**src/rtl/pipe_ctrl_pkg.sv**
```systemverilog
// ---------------------------------------------------------------------------
// pipe_ctrl_pkg
// Shared definitions for the pipeline sequencing controller: vector widths,
// stage indices, stall/jump polarity constants, FSM state encoding and the
// stall-merge helper.
// ---------------------------------------------------------------------------
package pipe_ctrl_pkg;

    localparam int ADDR_W_DEF  = 32;
    localparam int STALL_W_DEF = 6;

    // Stage indices into the stall vector
    localparam int STG_PC  = 0;
    localparam int STG_IF  = 1;
    localparam int STG_ID  = 2;
    localparam int STG_EX  = 3;
    localparam int STG_MEM = 4;
    localparam int STG_WB  = 5;

    // Polarity constants used by the controller and its consumers
    localparam logic STALL    = 1'b1;
    localparam logic NO_STALL = 1'b0;
    localparam logic JUMP     = 1'b1;
    localparam logic NO_JUMP  = 1'b0;

    typedef logic [STALL_W_DEF-1:0] stall_t;
    typedef logic [ADDR_W_DEF-1:0]  addr_t;

    typedef enum logic [0:0] {
        ST_IDLE = 1'b0,
        ST_PEND = 1'b1
    } state_e;

    // Merge stage stall requests: the highest requesting stage stalls itself
    // and everything upstream of it. req = {mem, ex, id, if}. WB never stalls.
    function automatic stall_t merge_stalls(input logic [3:0] req);
        stall_t v;
        if (req[3]) begin
            v = 6'b011111;
        end else if (req[2]) begin
            v = 6'b001111;
        end else if (req[1]) begin
            v = 6'b000111;
        end else if (req[0]) begin
            v = 6'b000011;
        end else begin
            v = 6'b000000;
        end
        return v;
    endfunction

endpackage

```
**src/rtl/pipe_ctrl_if.sv**
```systemverilog
// ---------------------------------------------------------------------------
// pipe_ctrl_if
// Bundle between the pipeline stages and the sequencing controller.
//   master : the controller (consumes stage requests, drives stall/flush/PC)
//   slave  : the pipeline side (drives requests, consumes stall/flush/PC)
// Signals: rdy_in, stallReq{IF,ID,EX,MEM}_in, jump_in, jumpTarget_in,
//          ifBusy_in, ifDone_in, stall_out, pcJump_out, pcRedirect_out,
//          pcTarget_out, ifDiscard_out.
// ---------------------------------------------------------------------------
interface pipe_ctrl_if
    import pipe_ctrl_pkg::*;
#(
    parameter int ADDR_W  = ADDR_W_DEF,
    parameter int STALL_W = STALL_W_DEF
);
    logic               rdy_in;
    logic               stallReqIF_in;
    logic               stallReqID_in;
    logic               stallReqEX_in;
    logic               stallReqMEM_in;
    logic               jump_in;
    logic [ADDR_W-1:0]  jumpTarget_in;
    logic               ifBusy_in;
    logic               ifDone_in;
    logic [STALL_W-1:0] stall_out;
    logic               pcJump_out;
    logic               pcRedirect_out;
    logic [ADDR_W-1:0]  pcTarget_out;
    logic               ifDiscard_out;

    modport master (
        input  rdy_in, stallReqIF_in, stallReqID_in, stallReqEX_in,
               stallReqMEM_in, jump_in, jumpTarget_in, ifBusy_in, ifDone_in,
        output stall_out, pcJump_out, pcRedirect_out, pcTarget_out,
               ifDiscard_out
    );

    modport slave (
        output rdy_in, stallReqIF_in, stallReqID_in, stallReqEX_in,
               stallReqMEM_in, jump_in, jumpTarget_in, ifBusy_in, ifDone_in,
        input  stall_out, pcJump_out, pcRedirect_out, pcTarget_out,
               ifDiscard_out
    );
endinterface

```
**src/rtl/pipe_perf_cnt.sv**
```systemverilog
// ---------------------------------------------------------------------------
// pipe_perf_cnt
// Performance counters for the pipeline controller. Only present when the
// PIPE_PERF_EN macro is defined; otherwise this file contributes nothing.
// Ports:
//   clk_in          clock
//   rst_in          async active-low reset
//   stall_inc_in    count this cycle as a stalled cycle
//   flush_inc_in    count this cycle as an accepted jump
//   stallCycles_out free-running stalled-cycle count (wraps)
//   flushCount_out  free-running accepted-jump count (wraps)
// ---------------------------------------------------------------------------
`ifdef PIPE_PERF_EN
module pipe_perf_cnt (
    input  logic        clk_in,
    input  logic        rst_in,
    input  logic        stall_inc_in,
    input  logic        flush_inc_in,
    output logic [31:0] stallCycles_out,
    output logic [31:0] flushCount_out
);
    logic [31:0] stall_cnt_r;
    logic [31:0] flush_cnt_r;

    // Counter registers; natural 32-bit wrap on overflow
    always_ff @(posedge clk_in or negedge rst_in) begin
        if (!rst_in) begin
            stall_cnt_r <= 32'd0;
            flush_cnt_r <= 32'd0;
        end else begin
            if (stall_inc_in) begin
                stall_cnt_r <= stall_cnt_r + 32'd1;
            end
            if (flush_inc_in) begin
                flush_cnt_r <= flush_cnt_r + 32'd1;
            end
        end
    end

    assign stallCycles_out = stall_cnt_r;
    assign flushCount_out  = flush_cnt_r;
endmodule
`endif

```
**src/rtl/pipe_ctrl.sv**
```systemverilog
// ---------------------------------------------------------------------------
// pipe_ctrl
// Pipeline sequencing controller for the 5-stage core. Merges stage stall
// requests into the shared stall vector, accepts branch/jump resolutions from
// EX, drives the flush line and the PC redirect. When IF has an uncancellable
// fetch in flight, the redirect is held in a pending register until the fetch
// returns, and the returning instruction is discarded.
// Ports:
//   clk_in   system clock, rising edge
//   rst_in   asynchronous active-low reset
//   bus      pipe_ctrl_if.master (stage requests in; stall/flush/PC out)
//   stallCycles_out, flushCount_out  (only with PIPE_PERF_EN defined)
// Optional feature macro: PIPE_PERF_EN
// ---------------------------------------------------------------------------
module pipe_ctrl
    import pipe_ctrl_pkg::*;
#(
    parameter int ADDR_W  = ADDR_W_DEF,
    parameter int STALL_W = STALL_W_DEF
)(
    input  logic        clk_in,
    input  logic        rst_in,
    pipe_ctrl_if.master bus
`ifdef PIPE_PERF_EN
    ,
    output logic [31:0] stallCycles_out,
    output logic [31:0] flushCount_out
`endif
);

    state_e             state_r;
    state_e             state_nxt_s;
    logic [ADDR_W-1:0]  tgt_r;
    logic [ADDR_W-1:0]  tgt_nxt_s;
    logic [3:0]         req_s;
    logic [STALL_W-1:0] merge_s;
    logic               jump_acc_s;
    logic [STALL_W-1:0] stall_s;
    logic               pc_jump_s;
    logic               redirect_s;
    logic [ADDR_W-1:0]  target_s;
    logic               discard_s;

    assign req_s   = {bus.stallReqMEM_in, bus.stallReqEX_in,
                      bus.stallReqID_in, bus.stallReqIF_in};
    assign merge_s = merge_stalls(req_s);

    // A stalled EX cannot hand over its jump; it re-presents it next cycle
    assign jump_acc_s = bus.rdy_in & bus.jump_in & (merge_s[STG_EX] == NO_STALL);

    // Output decode and next-state logic
    always_comb begin
        state_nxt_s = state_r;
        tgt_nxt_s   = tgt_r;
        stall_s     = merge_s;
        pc_jump_s   = NO_JUMP;
        redirect_s  = 1'b0;
        target_s    = tgt_r;
        discard_s   = 1'b0;
        if (!rst_in) begin
            // Outputs are forced quiet for the whole reset window, not just
            // after the next edge.
            stall_s  = {STALL_W{1'b0}};
            target_s = {ADDR_W{1'b0}};
        end else if (!bus.rdy_in) begin
            stall_s = {STALL_W{1'b1}};
        end else begin
            pc_jump_s = jump_acc_s ? JUMP : NO_JUMP;
            case (state_r)
                ST_IDLE: begin
                    if (jump_acc_s) begin
                        if (!bus.ifBusy_in || bus.ifDone_in) begin
                            redirect_s = 1'b1;
                            target_s   = bus.jumpTarget_in;
                            discard_s  = bus.ifDone_in;
                        end else begin
                            tgt_nxt_s   = bus.jumpTarget_in;
                            state_nxt_s = ST_PEND;
                        end
                    end else begin
                        state_nxt_s = ST_IDLE;
                    end
                end
                ST_PEND: begin
                    discard_s = 1'b1;
                    // Keep PC and IF/ID frozen while the stale fetch drains
                    stall_s   = merge_s | {{(STALL_W-2){1'b0}}, 2'b11};
                    if (jump_acc_s) begin
                        // A newer jump supersedes the pending target
                        tgt_nxt_s   = bus.jumpTarget_in;
                        state_nxt_s = ST_PEND;
                    end else if (bus.ifDone_in) begin
                        redirect_s  = 1'b1;
                        state_nxt_s = ST_IDLE;
                    end else begin
                        state_nxt_s = ST_PEND;
                    end
                end
                default: begin
                    state_nxt_s = ST_IDLE;
                end
            endcase
        end
    end

    // FSM state and pending-target register; both hold while rdy_in is low
    always_ff @(posedge clk_in or negedge rst_in) begin
        if (!rst_in) begin
            state_r <= ST_IDLE;
            tgt_r   <= {ADDR_W{1'b0}};
        end else if (bus.rdy_in) begin
            state_r <= state_nxt_s;
            tgt_r   <= tgt_nxt_s;
        end else begin
            state_r <= state_r;
            tgt_r   <= tgt_r;
        end
    end

    assign bus.stall_out      = stall_s;
    assign bus.pcJump_out     = pc_jump_s;
    assign bus.pcRedirect_out = redirect_s;
    assign bus.pcTarget_out   = target_s;
    assign bus.ifDiscard_out  = discard_s;

`ifdef PIPE_PERF_EN
    logic stall_inc_s;

    assign stall_inc_s = stall_s[STG_PC] & bus.rdy_in;

    pipe_perf_cnt u_perf (
        .clk_in          (clk_in),
        .rst_in          (rst_in),
        .stall_inc_in    (stall_inc_s),
        .flush_inc_in    (jump_acc_s),
        .stallCycles_out (stallCycles_out),
        .flushCount_out  (flushCount_out)
    );
`endif

endmodule

```
**src/flat_wrapper.sv**
```systemverilog
// flat-port wrapper written by rule: the top's interface ports become plain ports
module pipe_ctrl_flat import pipe_ctrl_pkg::*;
#(
    parameter int ADDR_W  = ADDR_W_DEF,
    parameter int STALL_W = STALL_W_DEF
)
  (clk_in, rst_in, bus_rdy_in, bus_stallReqIF_in, bus_stallReqID_in, bus_stallReqEX_in, bus_stallReqMEM_in, bus_jump_in, bus_jumpTarget_in, bus_ifBusy_in, bus_ifDone_in, bus_stall_out, bus_pcJump_out, bus_pcRedirect_out, bus_pcTarget_out, bus_ifDiscard_out);
  pipe_ctrl_if #(.ADDR_W(ADDR_W), .STALL_W(STALL_W)) bus_i ();
  input  logic clk_in;
  input  logic rst_in;
  input wire logic [$bits(bus_i.rdy_in)-1:0] bus_rdy_in;
  input wire logic [$bits(bus_i.stallReqIF_in)-1:0] bus_stallReqIF_in;
  input wire logic [$bits(bus_i.stallReqID_in)-1:0] bus_stallReqID_in;
  input wire logic [$bits(bus_i.stallReqEX_in)-1:0] bus_stallReqEX_in;
  input wire logic [$bits(bus_i.stallReqMEM_in)-1:0] bus_stallReqMEM_in;
  input wire logic [$bits(bus_i.jump_in)-1:0] bus_jump_in;
  input wire logic [$bits(bus_i.jumpTarget_in)-1:0] bus_jumpTarget_in;
  input wire logic [$bits(bus_i.ifBusy_in)-1:0] bus_ifBusy_in;
  input wire logic [$bits(bus_i.ifDone_in)-1:0] bus_ifDone_in;
  output wire logic [$bits(bus_i.stall_out)-1:0] bus_stall_out;
  output wire logic [$bits(bus_i.pcJump_out)-1:0] bus_pcJump_out;
  output wire logic [$bits(bus_i.pcRedirect_out)-1:0] bus_pcRedirect_out;
  output wire logic [$bits(bus_i.pcTarget_out)-1:0] bus_pcTarget_out;
  output wire logic [$bits(bus_i.ifDiscard_out)-1:0] bus_ifDiscard_out;
  assign bus_i.rdy_in = bus_rdy_in;
  assign bus_i.stallReqIF_in = bus_stallReqIF_in;
  assign bus_i.stallReqID_in = bus_stallReqID_in;
  assign bus_i.stallReqEX_in = bus_stallReqEX_in;
  assign bus_i.stallReqMEM_in = bus_stallReqMEM_in;
  assign bus_i.jump_in = bus_jump_in;
  assign bus_i.jumpTarget_in = bus_jumpTarget_in;
  assign bus_i.ifBusy_in = bus_ifBusy_in;
  assign bus_i.ifDone_in = bus_ifDone_in;
  assign bus_stall_out = bus_i.stall_out;
  assign bus_pcJump_out = bus_i.pcJump_out;
  assign bus_pcRedirect_out = bus_i.pcRedirect_out;
  assign bus_pcTarget_out = bus_i.pcTarget_out;
  assign bus_ifDiscard_out = bus_i.ifDiscard_out;
  pipe_ctrl #(.ADDR_W(ADDR_W), .STALL_W(STALL_W)) u_core (.clk_in(clk_in), .rst_in(rst_in), .bus(bus_i));
endmodule
```
**config.mk**
```make
export PLATFORM = sky130hd
export DESIGN_NAME = pipe_ctrl_flat
export DESIGN_NICKNAME = d
export VERILOG_FILES = /design/src/rtl/pipe_ctrl_pkg.sv /design/src/rtl/pipe_ctrl_if.sv /design/src/rtl/pipe_perf_cnt.sv /design/src/rtl/pipe_ctrl.sv /design/src/flat_wrapper.sv
export SDC_FILE = /design/constraint.sdc
export NUM_CORES = 1
export LEC_CHECK = 0
export BUFFER_PORTS_ARGS = -buffer_cell sky130_fd_sc_hd__buf_2
export CAP_MARGIN = 20
export CORE_MARGIN = 2
export CORE_UTILIZATION = 35
export CTS_BUF_LIST = sky130_fd_sc_hd__clkbuf_4 sky130_fd_sc_hd__clkbuf_8
export CTS_CLUSTER_DIAMETER = 60
export DETAILED_ROUTE_END_ITERATION = 12
export PLACE_DENSITY = 0.71
export SETUP_SLACK_MARGIN = 0.02
export SYNTH_ARGS = -nofsm -noshare
export SYNTH_HDL_FRONTEND = slang
export SYNTH_HIERARCHICAL = 1
export SYNTH_SLANG_ARGS = --single-unit
```
**constraint.sdc**
```tcl
create_clock -name clk_in -period 1.8 [get_ports clk_in]
set_input_delay 0.18 -clock clk_in [delete_from_list [all_inputs] [get_ports clk_in]]
set_output_delay 0.18 -clock clk_in [all_outputs]
set_load 0.005 [all_outputs]
```
==> results of run 1 <==
-- where the power goes --
part	internal, mW	total (mW)	switching [mW]
clock	0.466	0.714	0.248
combinational	0.424	0.681	0.257
sequential	0.943	1.05	0.105
total	1.83	2.44	0.610
-- kinds of logic after synthesis --
group                  synth area share [%]
and+or+nand+nor                        15.9
DFF                                    38.0
AOI/OAI and AO/OA                      3.17
muxes                                  34.8
buffers and inverters                  8.13
-- what timing repair did --
item                                    in CTS  in global routing
gates cloned                                 1                  0
buffers inserted                             2                  0
hold buffers                                 2                  0
endpoints found under the hold margin       33                  0
resized for setup                            3                  1
endpoints found under the setup margin      32                 20
pin swaps                                    1                  1
-- state kept, by name (all words and copies together), names as in the netlist --
register,flops
u_core/tgt_r,32
u_core/state_r,1
-- metrics by stage --
step	hold slack [ns]	utilization (%)	power (mW)	worst slack [ns]	instances
2_1_floorplan	-0.116	-	1.49	0.382	199
3_5_place_dp	0.201	43.5	1.73	0.169	346
6_report	0.137	46.2	2.44	0.0548	358
4_1_cts	0.125	46.6	2.49	0.0235	359
5_1_grt	0.136	46.2	2.62	-0.0619	358
3_3_place_gp	0.205	43.5	1.71	0.183	346
-- routing by layer --
metal / GRT usage, % / vias up / wire [um]
li1: - / 834 / -
met1: 17.1 / 780 / 1940
met4: 3.44 / 0 / 10
met5: 0 / - / 0
met2: 23.5 / 47 / 2220
met3: 3.15 / 2 / 264
-- Yosys cell counts (all sizes together) --
cell type / n / area [um2]
and2b: 2 / 17.5
nor2: 1 / 3.75
and2: 4 / 27.5
clkbuf: 1 / 3.75
dlygate4sd1: 5 / 43.8
a22oi: 1 / 7.51
buf: 10 / 129
or3: 1 / 6.26
nand2: 66 / 248
dfrtp: 33 / 826
nor3b: 1 / 12.5
nor2b: 1 / 6.26
o31a: 1 / 8.76
o21ai: 2 / 10.0
nand2b: 1 / 6.26
o211ai: 1 / 21.3
o21a: 2 / 15.0
a31oi: 1 / 6.26
mux2i: 32 / 320
and4bb: 1 / 16.3
mux2: 32 / 435
-- worst reg2reg max path: cells and delay by family, from the launching register on --
family,cells,cell delay (ns)
AOI/OAI and AO/OA,1,0.20
buffers and inverters,2,0.42
muxes,1,0.39
DFF,1,0.42
-- path summary, 6_finish.rpt --
path	endpoint	slack (ns)	cells past startpoint
min in group asynchronous	u_core/tgt_r[5]$_DFFE_PN0P_	0.84	3
max reg2reg	u_core/tgt_r[14]$_DFFE_PN0P_	0.27	4
max in group asynchronous	u_core/state_r$_DFFE_PN0P_	0.37	3
max	bus_pcTarget_out[3]	0.05	4
min	u_core/state_r$_DFFE_PN0P_	0.14	2
min reg2reg	u_core/tgt_r[7]$_DFFE_PN0P_	0.51	1
-- final cells by class --
type | count | area [um2]
clock inverter | 1 | 30.0
sequential | 33 | 827
tap | 75 | 93.8
clock buffer | 7 | 90.1
multi-input combinational | 150 | 1170
fill | 592 | 3200
timing repair buffer | 92 | 538
==> summary by stage, run 1 <==
Outcome
The run finished with clean final reports.

Route
After detailed routing, the total wire length is 4.43 mm. The DRC violations left is 0. The remaining antenna violation count after routing is 0.

Dividing the detail-routed wire length by the instance count gives 12.4 um. In the routed layout, each cell is associated on average with a via count of 4.65. For this block, the initial DRC count from the detailed router was 50. The first TritonRoute pass finished after 4 iterations. Detailed routing inserted a total of 1663 vias.

Worst setup path
STA classifies the critical path endpoint as an output port. The critical path contains buffers and inverters numbering 2 combined. In this design, the stage delay of the slowest critical-path cell is 0.42 ns. The signal on the critical path passes through nor3b_4, buf_6, mux2i_1, buf_2.

Tracing the worst setup path back leads to its startpoint at u_core/state_r$_DFFE_PN0P_. The startpoint of the worst-slack reg-to-reg timing path is u_core/state_r$_DFFE_PN0P_. The type of the worst setup path is reg2out.

The cell type of the slowest stage on the worst timing path is sky130_fd_sc_hd__dfrtp_2. The critical path's top delay family is flip-flops. The arrival time reported for the critical path endpoint is 1.57 ns.

At the worst endpoint, the required time is 1.62 ns. The worst setup path is launched from a register. The maximum fanout along the worst path is 11.

Timing
The final max-slew violation count came to 0. The final setup TNS is 0 ns. Setup violations remaining at the end of the flow were counted as 0.

The worst slew margin relative to its limit is 41.0%. The final count of hold timing violations is 0. For the pin with the worst max-slew slack, the measured transition is 0.882 ns.

The worst path in the final design needs a cycle of 1.75 ns, including I/O delays and setup. In the finished design, the share of the clock period the worst path needs comes to 97.0%. Setup repair after global routing could not meet its margin everywhere. Derived from the worst setup path, the maximum achievable clock frequency is 573 MHz. The final setup skew is 0.00515 ns.

Synth
The fraction of the yosys area taken by sequential cells is 38.0%. The number of distinct library cells after synthesis is 27. The area of the mapped netlist is 2170 um2.

The Yosys step of the flow raised 6 warnings. The synthesized netlist net count is 241. The gate count of the mapped netlist is 199. The synthesized area per cell is 10.9 um2. The number of synthesized register bits is 33.

Final layout
The final instance area is 2750 um2. The most common library cell in the layout ignoring fill and taps is sky130_fd_sc_hd__buf_2. Compared with the post-synthesis result, the final layout area differs by 26.9%. The number of diodes is 0. Leaving out fill and tap cells, the most frequent cells in the layout are sky130_fd_sc_hd__buf_2 (81), sky130_fd_sc_hd__nand2_1 (66), sky130_fd_sc_hd__mux2i_1 (32), sky130_fd_sc_hd__dfrtp_1 (32), sky130_fd_sc_hd__mux2_4 (20). The share of final-layout standard cells stronger than drive strength 1 is 48.4%. For this run, the post-layout net count is 324.

Pwr
Across the VDD grid, the largest voltage drop is 503 uV. Power spread over the standard cell area amounts to 887 nW/um2. The analysis attributes to cell leakage a power of 1.39 nW.

Global route
The via count of the first global-routing pass is 1516. The number of antenna violations at the first check in global routing is 0. Entering global routing, the biggest net connects 36 pins. The global-route wire length before repair is 7.07 mm. In the global route stage, overall resource usage came out at 13.6%. After global routing the overflow that remains totals 0.

Clock tree
The clock tree from TritonCTS is built. After clock tree synthesis, the clock-pin slew on the worst setup and hold paths is 0.06 ns. CTS saw 33 sinks. The largest buffer count on any clock path is 2. The clock tree synthesis step divided the H-tree into 2 levels. The buffer cell driving the clock tree root is sky130_fd_sc_hd__clkbuf_8. The total clock buffers created by CTS is 5. For the worst-skew pair, the clock arrives at the later sink with an insertion delay of 0.27 ns.

Floorplanning
In this run the count of I/O pins placed on the die edge is 83. Measured along the x axis, the die boundary spans 82.8 um. The initialized floorplan defines 28 standard-cell rows.

The full die area is 6850 um2. For this configuration, the core starts out at a cell density of 36.4%. From bottom edge to top edge, the die measures 82.8 um. The total area inside the core boundary comes to 5960 um2.

Placement
The post-place instance area is 2590 um2. The sum of net half-perimeters after detailed placement is 2.98 mm. The congestion estimate from routability-driven global placement came to 0.746.

Buffers placed on the I/O ports in this run total 82.

Worst hold path
In this run the most critical hold path is launched from bus_ifDone_in. The class of the worst hold path is in2reg.

Flow run
The tool flagged a number of max-cap violations equal to 0.
Note: power is estimated with default switching activity, not from simulation.
==> run 2, diff against run 1 <==
--- a/config.mk
+++ b/config.mk
@@ -7,12 +7,14 @@
 export LEC_CHECK = 0
 export BUFFER_PORTS_ARGS = -buffer_cell sky130_fd_sc_hd__buf_2
 export CAP_MARGIN = 20
+export CORE_ASPECT_RATIO = 0.9
 export CORE_MARGIN = 2
 export CORE_UTILIZATION = 35
 export CTS_BUF_LIST = sky130_fd_sc_hd__clkbuf_4 sky130_fd_sc_hd__clkbuf_8
 export CTS_CLUSTER_DIAMETER = 60
 export DETAILED_ROUTE_END_ITERATION = 12
 export PLACE_DENSITY = 0.71
+export RECOVER_POWER = 100
 export SETUP_SLACK_MARGIN = 0.02
 export SYNTH_ARGS = -nofsm -noshare
 export SYNTH_HDL_FRONTEND = slang
==> summary by stage, run 2 (synthesis results as in run 1) <==
Outcome
The flow ran to the end, and the final reports show no timing, DRC or antenna violations.

Timing
The worst setup slack after layout is 0.0339 ns (-0.0209 ns). The fmax is 566 MHz (-1.2%). The time the final worst path needs with I/O delays and setup came to 1.77 ns (+0.0209 ns). The total of endpoints with negative setup slack in the final report came to 0 (unchanged). The final setup skew is 0.00820 ns (+0.00305 ns). The final count of hold timing violations is 0 (unchanged).

The post-route worst hold slack is 0.134 ns (-0.00297 ns). The final setup TNS is 0 ns (unchanged). The worst slew margin relative to its limit is 39.3% (-1.7 points). Setup repair after global routing could not meet its margin everywhere. The actual transition at the worst max-transition pin is 0.908 ns (+0.0261 ns). The final critical-path share of the clock period is 98.1% (+1.2 points).

The final max-slew violation count is 0 (unchanged).

Worst setup path
The arrival time reported for the critical path endpoint is 1.59 ns (+0.02 ns). The maximum fanout along the worst path is 10 (-1). The cell type of the slowest stage on the worst timing path is sky130_fd_sc_hd__dfrtp_2. The critical path goes through nor3b_4, buf_6, buf_6, mux2i_1, buf_2. The number of gates on the worst path with buffers counted is 5 (+1).

The most prevalent standard cell on the critical path is sky130_fd_sc_hd__buf_6. The worst endpoint required time was 1.62 ns (about the same). The worst setup path is of the reg2out kind. The delay of the slowest cell on the worst path is 0.43 ns (about the same). STA classifies the critical path endpoint as an output port. The startpoint type of the worst setup path is a register. The cell count of the worst reg-to-reg path came to 4 (unchanged). The critical path's top delay family is buffers and inverters. The number of buffer and inverter stages on the critical path was 3 (+1).

Final layout
The total of fill cells in the finished design came to 605 (+2.2%). In the layout the commonest cells are sky130_fd_sc_hd__buf_2 (79), sky130_fd_sc_hd__nand2_1 (66), sky130_fd_sc_hd__dfrtp_1 (32). The number of nets in the layout is 329 (+1.5%). The largest registers in the layout are u_core/tgt_r (32), u_core/state_r (1). The number of diodes was 0 (unchanged).

The flip-flop count of the largest register, all copies and words added is 32 (unchanged). The most common library cell in the layout ignoring fill and taps is sky130_fd_sc_hd__buf_2. The final instance area was 2730 um2 (-1.0%). The share of final-layout standard cells stronger than drive strength 1 is 42.4% (-6.0 points). The utilization after layout is 45.1% (-1.2 points). Compared with the post-synthesis result, the final layout area differs by 25.5%. The register bank with the most flops is u_core/tgt_r.

Route
The first-pass iteration count of the detailed router is 4 (unchanged). The ratio of routed vias to standard cells is 4.66 (+0.28%). The average wire length per cell after detail routing is 12.7 um (+2.6%). The final routed wirelength across all metal layers came to 4.57 mm (+3.2%). The remaining antenna violation count after routing is 0 (unchanged). The DRC violations left is 0 (unchanged). The via count of the routed design came to 1677 (+0.84%). The iteration-0 DRC count of the detailed router is 50 (unchanged).

Floorplanning
The full die area is 6850 um2 (about the same). The top-level I/O count is 83 (unchanged). The floorplan die width is 87.0 um (+5.1%). The initial core utilization came to 35.9% (-0.55 points).

The number of standard-cell rows in the floorplan came to 27 (-3.6%). The standard cell core area is 6050 um2 (+1.5%). The die height is 78.7 um (-4.9%).

Clock tree
The total clock buffers created by CTS is 5 (unchanged). The clock net sink count is 33 (unchanged). The clock insertion delay at the later pin of the skew report was 0.28 ns (about the same). The largest buffer count on any clock path is 2 (unchanged). The clock tree from TritonCTS is built.

The clock transition at the register clock pins on the worst setup and hold paths after CTS is 0.07 ns (about the same). The maximum level of the CTS H-tree is 2 (unchanged). The buffer cell driving the clock tree root is sky130_fd_sc_hd__clkbuf_8.

Placement
The final weighted congestion in routability-driven placement is 0.801 (+7.3%). The count of input and output buffers is 82 (unchanged). The sum of net half-perimeters after detailed placement is 2.98 mm (+0.23%). The pre-CTS worst setup slack is 0.124 ns (-0.0444 ns).

The post-place instance area is 2600 um2 (+0.43%).

Pwr
The cell area power density came to 866 nW/um2 (-2.4%). The highest ir drop seen on vdd came to 374 uV (-26%). The leakage power is 1.33 nW (-4.2%).

Global route
The maximum number of pins on one net before global-route repair is 37 (+2.8%). The global-route wire length before repair is 7.44 mm (+5.2%). The via count of the first global-routing pass is 1520 (+0.26%).

The number of antenna violations at the first check in global routing came to 0 (unchanged). The final global-route overflow total is 0 (unchanged). The global router's overall resource usage came to 13.7% (+0.15 points).

Worst hold path
The worst hold path belongs to the class in2reg. The depth of the worst hold-timing path was 2 (unchanged).

Flow run
The number of max-cap violations is 0 (unchanged).
[run 2: cell count changes in the layout (fill, tap and decap cells not counted), sizes merged]
cell,change
clkbuf,+7
buf,-2
[run 2: final cells by class]
| type | instances | area [um2] | area share [%] |
|---|---|---|---|
| Multi-Input combinational cell | 150 | 1100 | 40.3 |
| Sequential cell | 33 | 827 | 30.3 |
| Timing Repair Buffer | 97 | 591 | 21.7 |
| Clock buffer | 7 | 90.1 | 3.31 |
| Tap cell | 72 | 90.1 | 3.31 |
| Clock inverter | 1 | 30.0 | 1.10 |
[run 2: metrics by stage]
step	cells	power (mW)
floorplan	199	1.49
global placement	345	1.71
detailed placement	345	1.73
CTS	359	2.49
global route	360	2.52
finish	360	2.36
[run 2: path summary, 6_finish.rpt]
| check | to | from | slack, ns |
|---|---|---|---|
| setup / recovery | bus_pcTarget_out[15] | u_core/state_r$_DFFE_PN0P_ | 0.03 |
| hold / removal | u_core/tgt_r[18]$_DFFE_PN0P_ | bus_jumpTarget_in[18] | 0.13 |
| setup reg to reg | u_core/tgt_r[16]$_DFFE_PN0P_ | u_core/state_r$_DFFE_PN0P_ | 0.14 |
| hold reg to reg | u_core/tgt_r[24]$_DFFE_PN0P_ | u_core/tgt_r[24]$_DFFE_PN0P_ | 0.49 |
| max in group asynchronous | u_core/state_r$_DFFE_PN0P_ | rst_in | 0.36 |
| min in group asynchronous | u_core/tgt_r[6]$_DFFE_PN0P_ | rst_in | 0.82 |
[run 2: per-layer routing]
metal / GRT usage (%) / vias to the layer above / part of all wire (%)
li1: - / 847 / -
met1: 19.1 / 786 / 48
met2: 21.6 / 42 / 46
met3: 3.22 / 2 / 4.9
met4: 3.28 / 0 / 0.33
met5: 0 / - / 0
[run 2: what timing repair did]
| action | in CTS | in global routing |
|---|---|---|
| endpoints found under the hold margin | 33 | 0 |
| resized for setup | 3 | 2 |
| setup endpoints to repair | 32 | 26 |
| pin swaps | 1 | 0 |
| gates cloned | 1 | 1 |
| hold buffers | 2 | 0 |
| setup buffers | 3 | 0 |
[run 2: power breakdown]
group	leakage (nW)	total, mW	internal (mW)	switching, mW
combinational	0.859	0.594	0.341	0.253
clock	0.0619	0.726	0.466	0.260
sequential	0.414	1.04	0.942	0.0980
==> run 3, diff against run 2 <==
--- a/config.mk
+++ b/config.mk
@@ -14,7 +14,7 @@
 export CTS_CLUSTER_DIAMETER = 60
 export DETAILED_ROUTE_END_ITERATION = 12
 export PLACE_DENSITY = 0.71
-export RECOVER_POWER = 100
+export RECOVER_POWER = 50
 export SETUP_SLACK_MARGIN = 0.02
 export SYNTH_ARGS = -nofsm -noshare
 export SYNTH_HDL_FRONTEND = slang
==> summary by stage, run 3 (synthesis results as in run 1) <==
Outcome
The run finished with clean final reports.

Worst setup path
Walking the worst path, the cells encountered are nor3b_4, buf_6, buf_6, mux2i_1, buf_2. By instance count, the cell type seen most on the critical path is sky130_fd_sc_hd__buf_6. The maximum fanout along the worst path was 10 (unchanged). The arrival time reported for the critical path endpoint came to 1.59 ns (about the same). The cell type of the slowest stage on the worst timing path is sky130_fd_sc_hd__dfrtp_2. The startpoint type of the worst setup path is a register.

The worst endpoint required time is 1.62 ns (about the same). The delay of the slowest cell on the worst path was 0.43 ns (about the same). The setup path with the least slack is of type reg2out. STA classifies the critical path endpoint as an output port.

Global route
The via count of the first global-routing pass is 1520 (unchanged). The final global-route overflow total is 0 (unchanged). The number of antenna violations at the first check in global routing is 0 (unchanged). The maximum number of pins on one net before global-route repair is 37 (unchanged). The global router's overall resource usage is 13.7% (unchanged). The global-route wire length before repair is 7.44 mm (unchanged).

Floorplanning
The full die area came to 6850 um2 (unchanged). The initial core utilization was 35.9% (unchanged). The standard cell core area is 6050 um2 (unchanged).

The die height came to 78.7 um (unchanged). The floorplan die width is 87.0 um (unchanged). The number of standard-cell rows in the floorplan was 27 (unchanged). The top-level I/O count is 83 (unchanged).

Clock tree
The total clock buffers created by CTS is 5 (unchanged). The clock tree from TritonCTS is built. The maximum level of the CTS H-tree is 2 (unchanged).

The largest buffer count on any clock path came to 2 (unchanged). In this run the clock root is driven by a sky130_fd_sc_hd__clkbuf_8. The clock net sink count was 33 (unchanged). The clock transition at the register clock pins on the worst setup and hold paths after CTS is 0.07 ns (about the same). The clock insertion delay at the later pin of the skew report is 0.28 ns (about the same).

Final layout
The number of nets in the layout is 329 (unchanged). In the layout the commonest cells are sky130_fd_sc_hd__buf_2 (79), sky130_fd_sc_hd__nand2_1 (66), sky130_fd_sc_hd__dfrtp_1 (32). The number of diodes is 0 (unchanged). The share of final-layout standard cells stronger than drive strength 1 is 44.1% (+1.7 points).

The final instance area is 2750 um2 (+0.78%). The largest registers in the layout are u_core/tgt_r (32), u_core/state_r (1). The area growth from synthesis to layout is 26.5%. The flip-flop count of the largest register, all copies and words added was 32 (unchanged). Leaving out fill and tap cells, the most frequent cell in the layout is sky130_fd_sc_hd__buf_2. Counting flops per register, the top entry is u_core/tgt_r.

Placement
The pre-CTS worst setup slack is 0.124 ns (unchanged). The sum of net half-perimeters after detailed placement came to 2.98 mm (unchanged). The count of input and output buffers is 82 (unchanged). The final weighted congestion in routability-driven placement is 0.801 (unchanged). The post-place instance area is 2600 um2 (unchanged).

Route
The via count of the routed design is 1681 (+0.24%). The DRC violations left was 0 (unchanged). The final routed wirelength across all metal layers is 4.59 mm (+0.48%).

The first-pass iteration count of the detailed router was 4 (unchanged). The iteration-0 DRC count of the detailed router is 60 (+20%). The ratio of routed vias to standard cells is 4.67 (+0.24%). The average wire length per cell after detail routing is 12.8 um (+0.48%). The remaining antenna violation count after routing is 0 (unchanged).

Timing
The final count of hold timing violations is 0 (unchanged). The actual transition at the worst max-transition pin is 0.908 ns (+0.000000119 ns). The time the final worst path needs with I/O delays and setup is 1.77 ns (+0.00272 ns). The post-route worst hold slack is 0.135 ns (+0.000871 ns).

The worst setup slack after layout is 0.0312 ns (-0.00272 ns). The final critical-path share of the clock period is 98.3% (+0.15 points). The total of endpoints with negative setup slack in the final report is 0 (unchanged). The worst slew margin relative to its limit came to 39.3% (unchanged).

The final setup skew is 0.00818 ns (-0.0000200 ns). The final max-slew violation count is 0 (unchanged). The fmax is 565 MHz (-0.15%).

Setup repair after global routing could not meet its margin everywhere.

Pwr
The leakage power is 1.36 nW (+1.7%). The highest ir drop seen on vdd was 374 uV (about the same). The cell area power density is 869 nW/um2 (+0.30%).

Worst hold path
The worst hold path belongs to the class in2reg.

Flow run
The number of max-cap violations came to 0 (unchanged).
[run 3: cell count changes in the layout (fill, tap and decap cells not counted)]
cell / before / now
sky130_fd_sc_hd__buf_4: 4 / 5
sky130_fd_sc_hd__clkbuf_2: 3 / 2
sky130_fd_sc_hd__mux2_4: 2 / 7
sky130_fd_sc_hd__mux2_1: 19 / 14
[run 3: layout make-up]
cell class,instances,area (um2)
clock buffers,7,90.1
clock inverters,1,30.0
fillers,603,3300
multi-input cells,150,1120
flip-flops and latches,33,827
well taps,72,90.1
repair buffers,97,593
[run 3: per-layer routing]
layer  part of all wire (%)  routed length [um]  vias up  global-route usage (%)
li1                       -                   -      847                       -
met1                     48                2210      790                    19.1
met2                     47                2140       42                    21.6
met3                    4.9                 225        2                    3.22
met4                   0.33                  15        0                    3.28
met5                      0                   0        -                       0
[run 3: power breakdown]
group	switching, mW	leakage (nW)	internal, mW	total, mW
combinational	0.254	0.881	0.365	0.619
sequential	0.0992	0.414	0.942	1.04
clock	0.260	0.0619	0.466	0.726
[run 3: worst max-delay path, delay by kind of cell, from the launching register on]
kind	cells	cell delay, ns
multiplexers	1	0.21
buffers and inverters	3	0.47
AND/OR/NAND/NOR	1	0.21
flip-flops	1	0.43
[run 3: metrics by stage]
| stage | instances | TNS [ns] | power, mW | util, % |
|---|---|---|---|---|
| finish | 360 | 0 | 2.39 | 45.4 |
| global route | 360 | -0.532 | 2.55 | 45.4 |
| CTS | 359 | 0 | 2.49 | 46.2 |
| detailed placement | 345 | 0 | 1.73 | 43.0 |
| global placement | 345 | 0 | 1.71 | 43.0 |
| floorplan | 199 | 0 | 1.49 | - |
[run 3: what timing repair did]
action / in CTS / in global routing
endpoints found under the hold margin: 33 / 0
cloned: 1 / 1
resized for setup: 3 / 2
setup buffers: 3 / 0
hold buffers: 2 / 0
pin swaps: 1 / 0
setup endpoints to repair: 32 / 26
[run 3: path summary, 6_finish.rpt]
path,startpoint,endpoint,slack (ns),depth (start not counted)
min in group asynchronous,rst_in,u_core/tgt_r[6]$_DFFE_PN0P_,0.82,3
worst min-delay path,bus_jumpTarget_in[1],u_core/tgt_r[1]$_DFFE_PN0P_,0.13,2
worst max register to register,u_core/state_r$_DFFE_PN0P_,u_core/tgt_r[4]$_DFFE_PN0P_,0.14,4
worst min register to register,u_core/tgt_r[24]$_DFFE_PN0P_,u_core/tgt_r[24]$_DFFE_PN0P_,0.49,1
max in group asynchronous,rst_in,u_core/state_r$_DFFE_PN0P_,0.36,3
worst max-delay path,u_core/state_r$_DFFE_PN0P_,bus_pcTarget_out[15],0.03,5
